===== src/rtl/spmv_pkg.sv =====
// Shared widths, the packed CSR entry layout and the reader FSM encoding for the SpMV entry path.
package spmv_pkg;
  localparam int VAL_W  = 32;
  localparam int IDX_W  = 16;
  localparam int DATA_W = VAL_W + IDX_W + 1;

  typedef struct packed {
    logic             last;
    logic [IDX_W-1:0] col;
    logic [VAL_W-1:0] value;
  } csr_entry_t;

  typedef enum logic {RUN, FLUSH} rd_state_t;
endpackage


===== src/rtl/csr_entry_reader_if.sv =====
// Unpacked CSR entry stream toward the MAC stage; valid/ready, data held while stalled.
interface csr_entry_reader_if;
  import spmv_pkg::*;

  logic             out_valid;
  logic             out_ready;
  logic [VAL_W-1:0] out_value;
  logic [IDX_W-1:0] out_col;
  logic             out_last;

  modport master (output out_valid, out_value, out_col, out_last, input out_ready);
  modport slave  (input out_valid, out_value, out_col, out_last, output out_ready);
endinterface


===== src/rtl/stream_buf2.sv =====
// Two-entry in-order register buffer; head drives rd_data straight from a flop, so output is glitch-free.
// Write and dequeue may coincide at any occupancy; clr empties it without touching the data registers.
module stream_buf2
  import spmv_pkg::*;
(
  input  logic       clk,
  input  logic       rst,
  input  logic       clr,
  input  logic       wr_en,
  input  csr_entry_t wr_data,
  output logic       rd_valid,
  input  logic       rd_ready,
  output csr_entry_t rd_data,
  output logic [1:0] occ
);
  csr_entry_t slot0;
  csr_entry_t slot1;
  logic       deq;

  assign rd_valid = (occ != 2'd0);
  assign rd_data  = slot0;
  assign deq      = rd_valid && rd_ready;

  always_ff @(posedge clk) begin
    if (rst) begin
      occ   <= 2'd0;
      slot0 <= '0;
      slot1 <= '0;
    end else if (clr) begin
      occ <= 2'd0;
    end else begin
      case (occ)
        2'd0: begin
          if (wr_en) begin
            slot0 <= wr_data;
            occ   <= 2'd1;
          end
        end
        2'd1: begin
          if (wr_en && deq) begin
            slot0 <= wr_data;
          end else if (deq) begin
            occ <= 2'd0;
          end else if (wr_en) begin
            slot1 <= wr_data;
            occ   <= 2'd2;
          end
        end
        default: begin
          if (deq) begin
            slot0 <= slot1;
            if (wr_en) slot1 <= wr_data;
            else       occ   <= 2'd1;
          end
        end
      endcase
    end
  end

  a_no_overflow: assert property (@(posedge clk) disable iff (rst || clr)
    !(wr_en && occ == 2'd2 && !deq));
endmodule


===== src/rtl/csr_entry_reader.sv =====
// Pops packed CSR entries from a 1-cycle-latency FIFO and streams them unpacked at 1 entry/cycle.
// Pop-to-out_valid is 2 clocks; pops are throttled so buffered plus in-flight entries never exceed 2.
module csr_entry_reader
  import spmv_pkg::*;
#(
  parameter int CNT_W = 32
) (
  input  logic                  clk,
  input  logic                  rst,
  input  logic                  en,
  input  logic                  flush,
  input  logic                  fifo_empty,
  output logic                  fifo_rd_en,
  input  logic [DATA_W-1:0]     fifo_data,
  csr_entry_reader_if.master    out,
  output logic                  busy,
  output logic [CNT_W-1:0]      entries_done,
  output logic [CNT_W-1:0]      rows_done
);
  rd_state_t  state;
  logic       inflight;
  logic [1:0] occ;
  logic       deq;
  logic [2:0] pending;
  logic       can_pop;
  csr_entry_t head;

  assign deq = out.out_valid && out.out_ready;
  // Occupancy as it will stand next cycle, before counting a pop issued now.
  assign pending    = {1'b0, occ} + {2'b00, inflight} - {2'b00, deq};
  assign can_pop    = en && (state == RUN) && !fifo_empty && (pending < 3'd2);
  assign fifo_rd_en = can_pop && !flush;
  assign busy       = (occ != 2'd0) || inflight || (state == FLUSH);

  stream_buf2 u_buf (
    .clk      (clk),
    .rst      (rst),
    .clr      (flush),
    .wr_en    (inflight && (state == RUN)),
    .wr_data  (csr_entry_t'(fifo_data)),
    .rd_valid (out.out_valid),
    .rd_ready (out.out_ready),
    .rd_data  (head),
    .occ      (occ)
  );

  assign out.out_value = head.value;
  assign out.out_col   = head.col;
  assign out.out_last  = head.last;

  always_ff @(posedge clk) begin
    if (rst) begin
      state        <= RUN;
      inflight     <= 1'b0;
      entries_done <= '0;
      rows_done    <= '0;
    end else begin
      inflight <= fifo_rd_en;
      if (deq) entries_done <= entries_done + CNT_W'(1);
      if (deq && head.last) rows_done <= rows_done + CNT_W'(1);
      case (state)
        RUN:     if (flush && (inflight || can_pop)) state <= FLUSH;
        default: state <= RUN;
      endcase
    end
  end
endmodule

===== src/flat_wrapper.sv =====
// flat-port wrapper written by rule: the top's interface ports become plain ports
module csr_entry_reader_flat import spmv_pkg::*;
#(
  parameter int CNT_W = 32
)
  (clk, rst, en, flush, fifo_empty, fifo_rd_en, fifo_data, busy, entries_done, rows_done, out_out_valid, out_out_value, out_out_col, out_out_last, out_out_ready);
  csr_entry_reader_if out_i ();
  input  logic clk;
  input  logic rst;
  input  logic en;
  input  logic flush;
  input  logic fifo_empty;
  output logic fifo_rd_en;
  input  logic [DATA_W-1:0] fifo_data;
  output logic busy;
  output logic [CNT_W-1:0] entries_done;
  output logic [CNT_W-1:0] rows_done;
  output wire logic [$bits(out_i.out_valid)-1:0] out_out_valid;
  output wire logic [$bits(out_i.out_value)-1:0] out_out_value;
  output wire logic [$bits(out_i.out_col)-1:0] out_out_col;
  output wire logic [$bits(out_i.out_last)-1:0] out_out_last;
  input wire logic [$bits(out_i.out_ready)-1:0] out_out_ready;
  assign out_out_valid = out_i.out_valid;
  assign out_out_value = out_i.out_value;
  assign out_out_col = out_i.out_col;
  assign out_out_last = out_i.out_last;
  assign out_i.out_ready = out_out_ready;
  csr_entry_reader #(.CNT_W(CNT_W)) u_core (.clk(clk), .rst(rst), .en(en), .flush(flush), .fifo_empty(fifo_empty), .fifo_rd_en(fifo_rd_en), .fifo_data(fifo_data), .out(out_i), .busy(busy), .entries_done(entries_done), .rows_done(rows_done));
endmodule

===== config.mk =====
export PLATFORM = sky130hd
export DESIGN_NAME = csr_entry_reader_flat
export DESIGN_NICKNAME = d
export VERILOG_FILES = /design/src/rtl/spmv_pkg.sv /design/src/rtl/csr_entry_reader_if.sv /design/src/rtl/stream_buf2.sv /design/src/rtl/csr_entry_reader.sv /design/src/flat_wrapper.sv
export SDC_FILE = /design/constraint.sdc
export NUM_CORES = 1
export LEC_CHECK = 0
export ABC_CLOCK_PERIOD_IN_PS = 6500
export BUFFER_PORTS_ARGS = -buffer_cell sky130_fd_sc_hd__buf_2
export CAP_MARGIN = 10
export CORE_ASPECT_RATIO = 0.75
export CORE_MARGIN = 2
export CORE_UTILIZATION = 45
export CTS_BUF_LIST = sky130_fd_sc_hd__clkbuf_4 sky130_fd_sc_hd__clkbuf_8 sky130_fd_sc_hd__clkbuf_16
export CTS_CLUSTER_SIZE = 14
export DETAILED_ROUTE_END_ITERATION = 10
export GPL_TIMING_DRIVEN = 0
export PLACE_DENSITY_LB_ADDON = 0.25
export SYNTH_ARGS = -nofsm -noshare
export SYNTH_HDL_FRONTEND = slang
export SYNTH_SLANG_ARGS = --single-unit

===== constraint.sdc =====
create_clock -name clk -period 6.5 [get_ports clk]
set_input_delay 0.325 -clock clk [delete_from_list [all_inputs] [get_ports clk]]
set_output_delay 0.325 -clock clk [all_outputs]
set_load 0.05 [all_outputs]

After elaboration in Yosys (flattened, before gate mapping)
Cells that the tools add are included.
Word-level totals
  register bits after elaboration: 166
  input bits: 55
  output and inout bits: 116
  word-level logic and storage cells: 66
Operators by class
  bitwise gates (word level): 3
  multiplexer cells: 17
  reduce and logical (&&, ||, !) cells: 23
  equality and inequality tests: 7
  $lt $le $gt $ge: 1
  add/subtract/negate cells: 4
Operators with widths (number)
  49-bit two-way mux: 7
  49-bit one-hot mux with 2 select lines: 2
  32-bit by 1-bit adder with 32-bit output (second input constant): 2
  2-bit two-way mux: 6
  5-bit AND reduction: 2
  1-bit logical AND: 9
  2-bit inequality test (second input constant): 4
  2-bit one-hot mux with 2 select lines: 1
  4-bit AND reduction: 1
  2-bit nonzero test: 2
  2-bit OR reduction: 2
  2-bit by 1-bit adder with 3-bit output: 1
  1-bit logical OR: 3
  3-bit by 2-bit less-than comparator with 1-bit output (second input constant): 1
  3-bit by 1-bit inequality test with 1-bit output (second input constant): 1
  3-bit by 2-bit inequality test with 1-bit output (second input constant): 1
  1-bit NOT: 3
  3-bit nonzero test: 1
  3-bit by 1-bit subtractor with 3-bit output: 1
  2-bit by 1-bit == test with 1-bit output (second input constant): 1
  1-bit logical NOT: 2
  2-bit logical NOT: 1
  1-bit two-way mux: 1

Depth between registers and ports, before layout
  word-level depth: 8
  mapped depth: 8
  depth with buffers taken out: 6

Hierarchy
A second synthesis with hierarchy kept.
Unflattened totals
  cell total of the unflattened synthesis: 737
  area total of the unflattened synthesis: 7218.2 sq um
By module, submodules not included
  stream_buf2: area an instance 3936.3 sq um, instances 1, sequential area each 2001.9 sq um, cells each 355
  csr_entry_reader: area an instance 3281.9 sq um, instances 1, sequential area each 1321.3 sq um, cells each 382

Worst setup path before layout
Ideal clock, no wire load.
  path kind: reg2out
  start: register u_core.u_buf.occ[1]
  end: output port fifo_rd_en
  arrival time: 2505 ps
  path buffers: 2
  required time: 6175 ps
  cell stages (with the launch flop): 9
  setup slack: 3670 ps
  cells stage by stage: dfxtp_1 > buf_2 > o21ai_1 > clkbuf_1 > nor2_1 > fa_1 > nor4bb_1 > nand2_1 > nor2_1
Between the ends
  cells in the longest elaborated chain, start to end: 6
  elaborated cells on any way between the ends: 7
  classes of those cells: add/sub (2); order compare (1); reduce/logical (4)
Ends and longest elaborated chain
  from (decl): RTL line stream_buf2.sv:14  | output logic [1:0] occ
  from (signal assigned): RTL line stream_buf2.sv:26  | occ <= 2'd0;
  from (signal assigned): RTL line stream_buf2.sv:30  | occ <= 2'd0;
  from (signal assigned): RTL line stream_buf2.sv:36  | occ <= 2'd1;
  branches (longest 2 deep; another with 2-bit by 1-bit adder with 3-bit output)
  3-bit by 1-bit subtractor with 3-bit output (*): RTL line csr_entry_reader.sv:30  | assign pending = {1'b0, occ} + {2'b00, inflight} - {2'b00, deq};
  3-bit by 2-bit less-than comparator with 1-bit output (*): RTL line csr_entry_reader.sv:31  | assign can_pop = en && (state == RUN) && !fifo_empty && (pending < 3'd2);
  1-bit logical AND (*): RTL line csr_entry_reader.sv:31
  1-bit logical AND (*): RTL line csr_entry_reader.sv:32  | assign fifo_rd_en = can_pop && !flush;
  to (decl): RTL line flat_wrapper.sv:13  | output logic fifo_rd_en;
Every way passes the cells marked *.

Worst setup path in the final report
Same ends and word-level chain as after synthesis.

==> results.md <==
- Status: complete, no violations
- Max-cap violations: 0
- EDFF count, synth: 0
- Placed Cells: approximately 1,200
- First-pass GRT wire length: around 31 mm
- Tmin final: between 3 and 4 ns
- CTS max path bufs: 2
- Final Max Tran Viols: 0
- Area of the multi-input gates: approximately 0.0035 sq mm
- Final Cycle Share: 0.510
- PwrDens: ~250 mW/mm^2
- CP Class: flip-flop to output pin
- Lkg Pwr: 0.00323 uW
- Worst setup EP type: output pin
- Most common cell after layout, fill and taps aside: buf_2
- CTS sink count: 166
- Peak VDD IR: 0.000162 V
- Seq/Total Area, Yosys: 0.464
- Crit start category: flip-flop
- Router iterations before antenna repair: 5
- Num CTS Buffers: 17
- Die outline area: between 0.015 and 0.02 sq mm
- Yosys top cell by area: dfxtp_1
- Post-CTS setup buffers: 0
- Hold_buf cts: 0
- RSZ-0062 raised after global routing: no
- Reg clk slew, reported paths: around 0.070 ns
- Die Y: 113 um
- Hold path cells: 3
- Layout cells sized above 1: 0.214
- Share of the synthesized area in the top cell type: 0.464
- Fin Setup TNS: 0 ns
- Initial antenna violation count: 1
- Syn_nets: 895
- Core box area: about 0.015 sq mm
- Crit path DAT: 2.99 ns
- Row count: 39
- Seq. cell area: between 0.003 and 0.004 sq mm
- Fill count: about 1,500
- Detailed Route WL: slightly below 20 mm
- Setup violators final: 0
- Most used DFF post-synth: dfxtp_1
- Largest net degree at the start of global routing: 17
- Chip width: approximately 150 um
- Clock Latency Late Sink: between 0.4 and 0.5 ns
- 1st-iter DRT viols: 348
- Port bufs: 169
- Ports: between 150 and 200
- Worst slew margin: 0.453
- WL per Instance: 15.6 um
- Synth warn: 0
- Fmax: slightly above 300 MHz
- Synth unique cells: 46
- Worst hold slack: roughly 0.14 ns
- Hold Crit Class: input port to flip-flop
- Worst Path Max Fanout: 10
- Synth async-reset ratio: 0
- Finished Layout Cells: between 1,000 and 1,500
- All-Layer GR Usage: 0.229
- Setup Skew: approximately 0.014 ns
- Synth area leaders: dfxtp_1 (46%), mux2i_1 (6.9%), nand2_1 (6.5%)
- Vias in the first global route: 5,968
- Most frequent cells in the layout: buf_2 (178), dfxtp_1 (166), nand2_1 (123)
- Root Buffer: clkbuf_16
- Placed cell areas: 0.00826 sq mm
- PostCTS Resize Cnt: 0
- Synth-to-Final Area Change: 24.0%
- Via density per instance: about 5.3
- DRC: 0
- CTS tree: built
- Grt ovf: 0
- Post-Syn Area: 0.00716 sq mm
- Worst reg-to-reg path cell count: 7
- Gpl congestion: 0.795
- Post-Syn Area per Cell: 8.55 sq um
- DP HPWL: around 14 mm
- Syn Inst Count: around 840
- Post-route cell area: 0.00887 sq mm
- H-tree depth: 4
- Tightest Pin Transition: between 0.8 and 0.9 ns
- Flops & latches, synth: ~170
- Vias: ~6,600
- ANT nets after route: 0
- Required @ worst endpoint: ~6 ns
- Initial core utilization: 0.466
- Final hold viol count: 0
- Nets@finish: around 1,100
[worst max-delay path: stages (launching register included)]
cell and delay (ns):
dfxtp_1 0.32, buf_2 0.17, o21ai_1 0.25, clkbuf_1 0.40, nor2_1 0.12, fa_1 0.54
nor4bb_1 0.27, nand2_1 0.12, nor2_1 0.09, buf_2 0.28
[registers in the layout, summed over array words and instances, names as in the netlist]
| signal | cells |
|---|---|
| u_core.inflight | 1 |
| u_core.state | 1 |
| u_core.u_buf.occ | 2 |
| u_core.u_buf.rd_data | 49 |
| u_core.entries_done | 32 |
| u_core.rows_done | 32 |
| u_core.u_buf.slot1 | 49 |
[area by class of cell]
cell class	count	share of cell area
diodes	1	0.000282
clock buffers	18	0.0495
plain buffers	65	0.0296
repair buffers	169	0.0953
clock inverters	13	0.0195
well taps	205	0.0289
multi-input cells	590	0.396
inverters	16	0.00677
flip-flops and latches	166	0.375
[layer usage]
| metal | up-vias | track usage | routed length [um] | share of wire |
|---|---|---|---|---|
| li1 | 3353 | - | - | - |
| met1 | 3088 | 0.347 | 9970 | 0.51 |
| met2 | 171 | 0.331 | 8270 | 0.43 |
| met3 | 11 | 0.0484 | 1020 | 0.053 |
| met4 | 0 | 0.0584 | 166 | 0.0085 |
| met5 | - | 0 | 0 | 0 |
[kinds of logic after synthesis]
family,share of synthesized area
XOR/XNOR,0.0257
adder cells (fa/ha/maj),0.00629
buffers and inverters,0.0451
AND/OR/NAND/NOR,0.218
AO/OA/AOI/OAI,0.156
multiplexers,0.0843
flip-flops,0.464
[synth_stat cells (2+ instances only)]
library cell,count
a211oi_1,51
a21oi_1,85
and4_1,6
buf_1,2
buf_2,9
clkbuf_1,53
dfxtp_1,166
ha_1,2
inv_1,16
mux2_1,2
mux2_2,8
mux2i_1,49
nand2_1,123
nand3_1,19
nand4_1,12
nor2_1,82
nor2b_1,10
nor3_1,14
nor4_1,13
o2111ai_1,2
o21ai_0,10
o31ai_1,23
or2_2,2
or3_1,14
or4_1,24
xnor2_1,17
xor2_1,4
[power by group]
group	switching [uW]	total [uW]	internal (uW)	leakage (uW)
logic	78.8	112	33.1	0.00160
registers	3.98	1030	1020	0.00134
clock network	442	1060	619	0.000291
total	525	2200	1680	0.00323
[per-stage QoR]
| stage | total power [uW] | setup WS, ns | utilization |
|---|---|---|---|
| final | 2200 | 3.19 | 0.577 |
| after global routing | 2270 | 3.01 | 0.577 |
| after CTS | 2220 | 3.17 | 0.577 |
| after detailed placement | 1160 | 3.59 | 0.537 |
| after global placement | 1160 | 3.60 | 0.537 |
| after floorplan | 1120 | 3.67 | - |
[worst paths after layout]
kind	slack [ns]	startpoint	end
setup reg to reg	3.69	u_core.u_buf.occ[1]	u_core.u_buf.rd_data[36]
hold reg to reg	0.45	u_core.u_buf.slot1[44]	u_core.u_buf.slot1[44]
setup / recovery	3.19	u_core.u_buf.occ[1]	fifo_rd_en
hold / removal	0.14	fifo_data[2]	u_core.u_buf.slot1[2]
Power figures use the tool's default switching activity.
